===== config.mk =====
export PLATFORM = sky130hd
export DESIGN_NAME = booth_mul32
export DESIGN_NICKNAME = d
export VERILOG_FILES = /design/src/rtl/booth_mul32.sv
export SDC_FILE = /design/constraint.sdc
export NUM_CORES = 1
export LEC_CHECK = 0
export ABC_AREA = 1
export CORE_ASPECT_RATIO = 1.4
export CORE_MARGIN = 2
export CORE_UTILIZATION = 45
export CTS_CLUSTER_DIAMETER = 80
export DETAILED_ROUTE_END_ITERATION = 6
export PLACE_DENSITY = 0.69
export RECOVER_POWER = 50
export SKIP_LAST_GASP = 1
export SYNTH_ARGS = -nofsm -noshare
export SYNTH_HDL_FRONTEND = slang
export SYNTH_SLANG_ARGS = --single-unit

===== constraint.sdc =====
create_clock -name clk -period 2 [get_ports clk]
set_input_delay 0.6 -clock clk [delete_from_list [all_inputs] [get_ports clk]]
set_output_delay 0.6 -clock clk [all_outputs]
set_load 0.01 [all_outputs]

===== src/rtl/booth_mul32.sv =====
// booth_mul32: sequential signed 32x32 radix-2 Booth multiplier, one step per clock.
module booth_mul32 (
  input  logic        clk,
  input  logic        clr,
  input  logic        start,
  input  logic [31:0] RegA,
  input  logic [31:0] RegB,
  output logic [63:0] Z,
  output logic        busy,
  output logic        done
);
  typedef enum logic [1:0] {IDLE, RUN, DONE} state_t;
  state_t      state_q, state_d;
  logic [32:0] a_q, a_d, m_q, m_d, a_add;
  logic [31:0] q_q, q_d;
  logic        q1_q, q1_d;
  logic [5:0]  cnt_q, cnt_d;
  logic [63:0] z_q, z_d;
  always_comb begin
    state_d = state_q;
    a_d = a_q;
    m_d = m_q;
    q_d = q_q;
    q1_d = q1_q;
    cnt_d = cnt_q;
    z_d = z_q;
    a_add = ({q_q[0], q1_q} == 2'b01) ? a_q + m_q :
            ({q_q[0], q1_q} == 2'b10) ? a_q - m_q : a_q;
    case (state_q)
      IDLE: if (start) begin
        a_d = '0;
        m_d = {RegB[31], RegB};
        q_d = RegA;
        q1_d = 1'b0;
        cnt_d = '0;
        state_d = RUN;
      end
      RUN: begin
        a_d = {a_add[32], a_add[32:1]};
        q_d = {a_add[0], q_q[31:1]};
        q1_d = q_q[0];
        cnt_d = cnt_q + 6'd1;
        if (cnt_q == 6'd31) begin
          state_d = DONE;
          z_d = {a_d[31:0], q_d};
        end
      end
      default: state_d = IDLE;
    endcase
  end
  always_ff @(posedge clk) begin
    if (clr) begin
      state_q <= IDLE;
      a_q <= '0;
      m_q <= '0;
      q_q <= '0;
      q1_q <= 1'b0;
      cnt_q <= '0;
      z_q <= '0;
    end else begin
      state_q <= state_d;
      a_q <= a_d;
      m_q <= m_d;
      q_q <= q_d;
      q1_q <= q1_d;
      cnt_q <= cnt_d;
      z_q <= z_d;
    end
  end
  assign Z = z_q;
  assign busy = state_q != IDLE;
  assign done = state_q == DONE;
endmodule


### Word level (Yosys, flattened, before mapping)

Index checks and enable logic that the tools add are counted.

| operators by class | value |
|---|---|
| mux-type cells | 13 |
| reduce and logical (&&, ||, !) cells | 7 |
| equality and inequality tests | 7 |
| $add $sub $neg | 3 |

Operators with widths:

| operator | number |
|---|---|
| $mux 33 | 3 |
| $pmux 33 s2 | 1 |
| $pmux 32 s2 | 1 |
| $add 33x33->33 | 1 |
| $sub 33x33->33 | 1 |
| $mux 32 | 1 |
| $pmux 6 s2 | 1 |
| $reduce_and 2->1 | 4 |
| $add 6x1->6 const B | 1 |
| $eq 6x5->1 const B | 1 |
| $mux 6 | 1 |
| $eq 2x1->1 const B | 2 |
| $eq 2x2->1 const B | 2 |
| $mux 2 | 2 |
| $ne 2x2->1 const B | 2 |
| $pmux 2 s2 | 1 |
| $reduce_bool 2->1 | 2 |
| $logic_not 2->1 | 1 |
| $pmux 1 s2 | 1 |
| $mux 1 | 1 |

| word-level totals | value |
|---|---|
| flip-flop bits (word level) | 170 |
| output and inout port bits | 66 |
| input bits | 67 |
| word-level logic and storage cells | 37 |

### Depth between registers and ports, before layout

| logic depth | value |
|---|---|
| word-level depth | 4 |
| mapped depth | 18 |
| depth with buffers taken out | 18 |

### Worst setup path after synthesis

Ideal clock, no wire load.

| timing | value |
|---|---|
| kind | reg2reg |
| from | register m_q[0] |
| to | register z_q[51] (netlist: Z[51]) |
| setup slack | -0.068 ns |
| buffers on the path | 0 |
| library setup time | 0.114 ns |
| required time | 1.886 ns |
| period minus slack after synthesis | 2.068 ns |
| arrival time | 1.955 ns |
| cell stages (with the launch flop) | 17 |
| path through | dfxtp_1 -> ha_1 -> inv_1 -> fa_1 -> inv_1 -> nand2_1 -> nand2_1 -> and2_1 -> nand2_1 -> nand3b_1 -> nand2_1 -> nand2_1 -> nand2_1 -> nand3_1 -> nand3_1 -> o21bai_1 -> inv_1 |

| on the way | value |
|---|---|
| longest elaborated chain between the ends | 3 |
| elaborated cells between the ends (all ways) | 4 |
| those cells by class | add/sub (2); mux (2) |

RTL lines:

| what | RTL line | RTL |
|---|---|---|
| start, declared | 14 | `logic [32:0] a_q, a_d, m_q, m_d, a_add;` |
| start signal, assigned | 63 | `m_q <= m_d;` |
| $sub 33x33->33 | 28 | `({q_q[0], q1_q} == 2'b10) ? a_q - m_q : a_q;` |
| $mux 33 | 28 |  |
| $mux 33 (*) | 27 | `a_add = ({q_q[0], q1_q} == 2'b01) ? a_q + m_q :` |
| end signal, assigned | 67 | `z_q <= z_d;` |
| end, declared | 18 | `logic [63:0] z_q, z_d;` |

Every way passes the cells marked *; elsewhere a longest branch is shown, timed or not.
A chain may end at the register's enable or synchronous reset.

### Worst setup path in the final report

| timing | value |
|---|---|
| from | register m_q[1] |
| to | register a_q[11] |

| on the way | value |
|---|---|
| longest elaborated chain between the ends | 4 |
| elaborated cells between the ends (all ways) | 5 |
| those cells by class | add/sub (2); mux (3) |

RTL lines:

| what | RTL line | RTL |
|---|---|---|
| $sub 33x33->33 | 28 |  |
| $mux 33 | 28 |  |
| $mux 33 (*) | 27 |  |
| $pmux 33 s2 (*) | 29 | `case (state_q)` |
| end signal, assigned | 54 | `a_q <= '0;` |
| end signal, assigned | 62 | `a_q <= a_d;` |
| end, declared | 14 |  |

Marked as above.

==> results.sh <==
export IMPL_status="finished with violations"
export IMPL_violations="setup timing"
export IMPL_htreeDepth=4
export IMPL_seq_area_frac_synth=0.294
export IMPL_grt_pass1_wl_um=74100
export IMPL_final_common_cell="nand2_1"
export IMPL_totalWireLength_um=51900
export IMPL_synth_async_reset_ratio=0
export IMPL_worstHoldStart="cnt_q[0]"
export IMPL_ys_flop_type="dfxtp_1"
export IMPL_avgSynthCellArea_um2=6.31
export IMPL_max_vdd_ir_drop_uv=624
export IMPL_die_h_um=193
export IMPL_clock_fmax_mhz=424
export IMPL_dp_hpwl_um=37200
export IMPL_fill_cells=1950
export IMPL_cts_tree="yes"
export IMPL_synth_edf_count=0
export IMPL_startpoint_type="register"
export IMPL_p_total_uw=12700
export IMPL_r2r_start="m_q[1]"
export IMPL_fp_dieArea_um2=26900
export IMPL_drt_pass1_iterations=6
export IMPL_tns_ns=-8.26
export IMPL_post_route_period_util=1.18
export IMPL_vias=14200
export IMPL_finish_net_count=2394
export IMPL_synth_seq_cells=169
export IMPL_finalClockSkew_ns=0.0178
export IMPL_power_static_leakage_uw=0.00947
export IMPL_grt_start_max_net_pins=52
export IMPL_clockBufferDepth=2
export IMPL_area_growth_pct=63.1
export IMPL_setup_ws_ns=-0.357
export IMPL_cp_max_fo=4
export IMPL_grt_overflow_total=0
export IMPL_antenna_found_initial=1
export IMPL_syn_cell_area_um2=11500
export IMPL_fp_coreArea_um2=25300
export IMPL_rows=69
export IMPL_whs_path_depth=1
export IMPL_relSlewSlack=0.587
export IMPL_grtUsageTotal=0.354
export IMPL_finalHoldViolations=0
export IMPL_numPortBuffers=132
export IMPL_grt_pass1_vias=14000
export IMPL_first_iter_violations=814
export IMPL_ys_types=45
export IMPL_clock_sinks=169
export IMPL_worst_hold_path_endpoint="cnt_q[0]"
export IMPL_gp_congestion=1.03
export IMPL_arrival_ns=2.72
export IMPL_r2r_cells=14
export IMPL_drive_gt1_frac=0.417
export IMPL_cap_violations=0
export IMPL_postSynthCellCount=1825
export IMPL_start_util=0.456
export IMPL_crit_required_ns=2.37
export IMPL_ant_nets=0
export IMPL_critPathKind="reg -> reg"
export IMPL_clkLatencyLatePin_ns=0.45
export IMPL_finalMaxSlewViolations=0
export IMPL_r2r_end="a_q[11]"
export IMPL_power_density_nw_per_um2=677
export IMPL_boundaryPins=133
export IMPL_cts_root_buf="clkbuf_16"
export IMPL_layout_common_cells="nand2_1, buf_4, inv_1"
export IMPL_die_x_um=139
export IMPL_synth_nets=1960
export IMPL_hold_class="reg -> reg"
export IMPL_clk_pin_slew_ns=0.08
export IMPL_period_needed_ns=2.36
export IMPL_endpoint_kind="register"
export IMPL_tightest_slew_ns=0.619
export IMPL_rsz0062_at_grt="yes"
export IMPL_pre_cts_ws_ns=-0.551
export IMPL_synth_warnings=0
export IMPL_rrSetupSlack_ns=-0.36
export IMPL_setup_violations_final=58
export IMPL_cts_buffers=17
export IMPL_routed_via_density=5.47
export IMPL_post_drt_wl_per_cell_um=20.0
export IMPL_remaining_drc_errors=0
## kinds of logic (layout without fill, tap and decap cells)
group / after synthesis / count (layout) / synth area share
other cells: 0 / 1 / 0
flops: 169 / 169 / 0.294
compound gates: 349 / 349 / 0.187
fa+ha+maj: 68 / 68 / 0.0751
buf+inv: 422 / 869 / 0.148
simple gates: 812 / 812 / 0.293
xor+xnor: 5 / 5 / 0.00380
## per-layer routing
layer / share of wire / vias to the layer above / track usage
li1: - / 6692 / -
met1: 0.34 / 6588 / 0.349
met2: 0.50 / 625 / 0.635
met3: 0.050 / 272 / 0.0522
met4: 0.11 / 0 / 0.314
met5: 0 / - / 0
## area by class of cell
cell class              instances  area, µm²  area share
clock inverters                15        215      0.0114
diodes                          1       2.50    0.000133
flip-flops and latches        169       3440       0.183
inverters                     342       1300      0.0691
clock buffers                  17        425      0.0226
well taps                     319        399      0.0212
repair buffers                495       4260       0.227
multi-input cells            1234       8760       0.466
## cell usage after synthesis, types with 5 or more instances
library cell	count	area, µm²
nand2_1	509	1910
inv_1	335	1260
dfxtp_1	169	3380
nand3_1	133	666
o21ai_0	116	581
nor2_1	112	420
a21oi_1	103	515
ha_1	66	826
o22ai_1	34	213
clkbuf_1	32	120
o221a_2	30	338
buf_2	26	130
nand4_1	21	131
o21bai_1	19	143
o21a_1	16	120
buf_4	13	97.6
nor3_1	10	50.1
nor2_2	8	50.1
clkbuf_2	5	25.0
nand2_2	5	31.3
o211ai_1	5	37.5
o21ai_1	5	25.0
xor2_1	5	43.8
## per-stage QoR
stage | cells | util | area [µm²] | hold WS, ns
global placement | 2489 | 0.603 | 15200 | 0.452
global route | 2592 | 0.743 | 18800 | 0.491
finish | 2592 | 0.743 | 18800 | 0.459
floorplan | 1825 | - | 11500 | 0.424
detailed placement | 2489 | 0.603 | 15200 | 0.454
CTS | 2542 | 0.679 | 17200 | 0.474
## where the power goes
group | internal (µW) | leakage [µW] | switching (µW)
Combinational | 2280 | 0.00777 | 3100
Clock | 1850 | 0.000310 | 1810
Sequential | 3560 | 0.00139 | 138
Total | 7690 | 0.00947 | 5050
## state kept, by name, summed over array words and instances (netlist names)
| register | flops |
|---|---|
| Z | 64 |
| a_q | 32 |
| cnt_q | 6 |
| m_q | 32 |
| q1_q | 1 |
| q_q | 32 |
| state_q | 2 |
## critical path: stages, from the launching register on
cell      delay, ns
dfxtp_2        0.36
inv_2          0.06
buf_4          0.15
fa_2           0.39
nand2_2        0.11
nand3_4        0.09
nand3_2        0.10
nand2_4        0.08
nand2_2        0.07
nand2_2        0.11
a21oi_1        0.14
o21ai_1        0.07
o211ai_1       0.17
nand2_1        0.21
o21ai_1        0.15
## worst max path at each step
| stage | depth (start not counted) | end | startpoint | slack (ns) |
|---|---|---|---|---|
| after floorplan | 15 | Z[45] | a_q[0] | 0.0002 |
| after global placement | 15 | a_q[11] | a_q[0] | -0.56 |
| after CTS | 15 | a_q[11] | a_q[0] | -0.24 |
| final | 14 | a_q[11] | m_q[1] | -0.36 |
| after detailed placement | 15 | a_q[11] | a_q[0] | -0.55 |
| after global routing | 15 | Z[43] | m_q[0] | -0.45 |
## timing repair
action                                  in CTS  in global routing
gates cloned                                 0                  0
endpoints found under the setup margin      60                100
buffers inserted                            21                 51
hold buffers                                 0                  0
pin swaps                                   63                175
resized for setup                          294                400
Note: power is estimated with default switching activity, not from simulation.
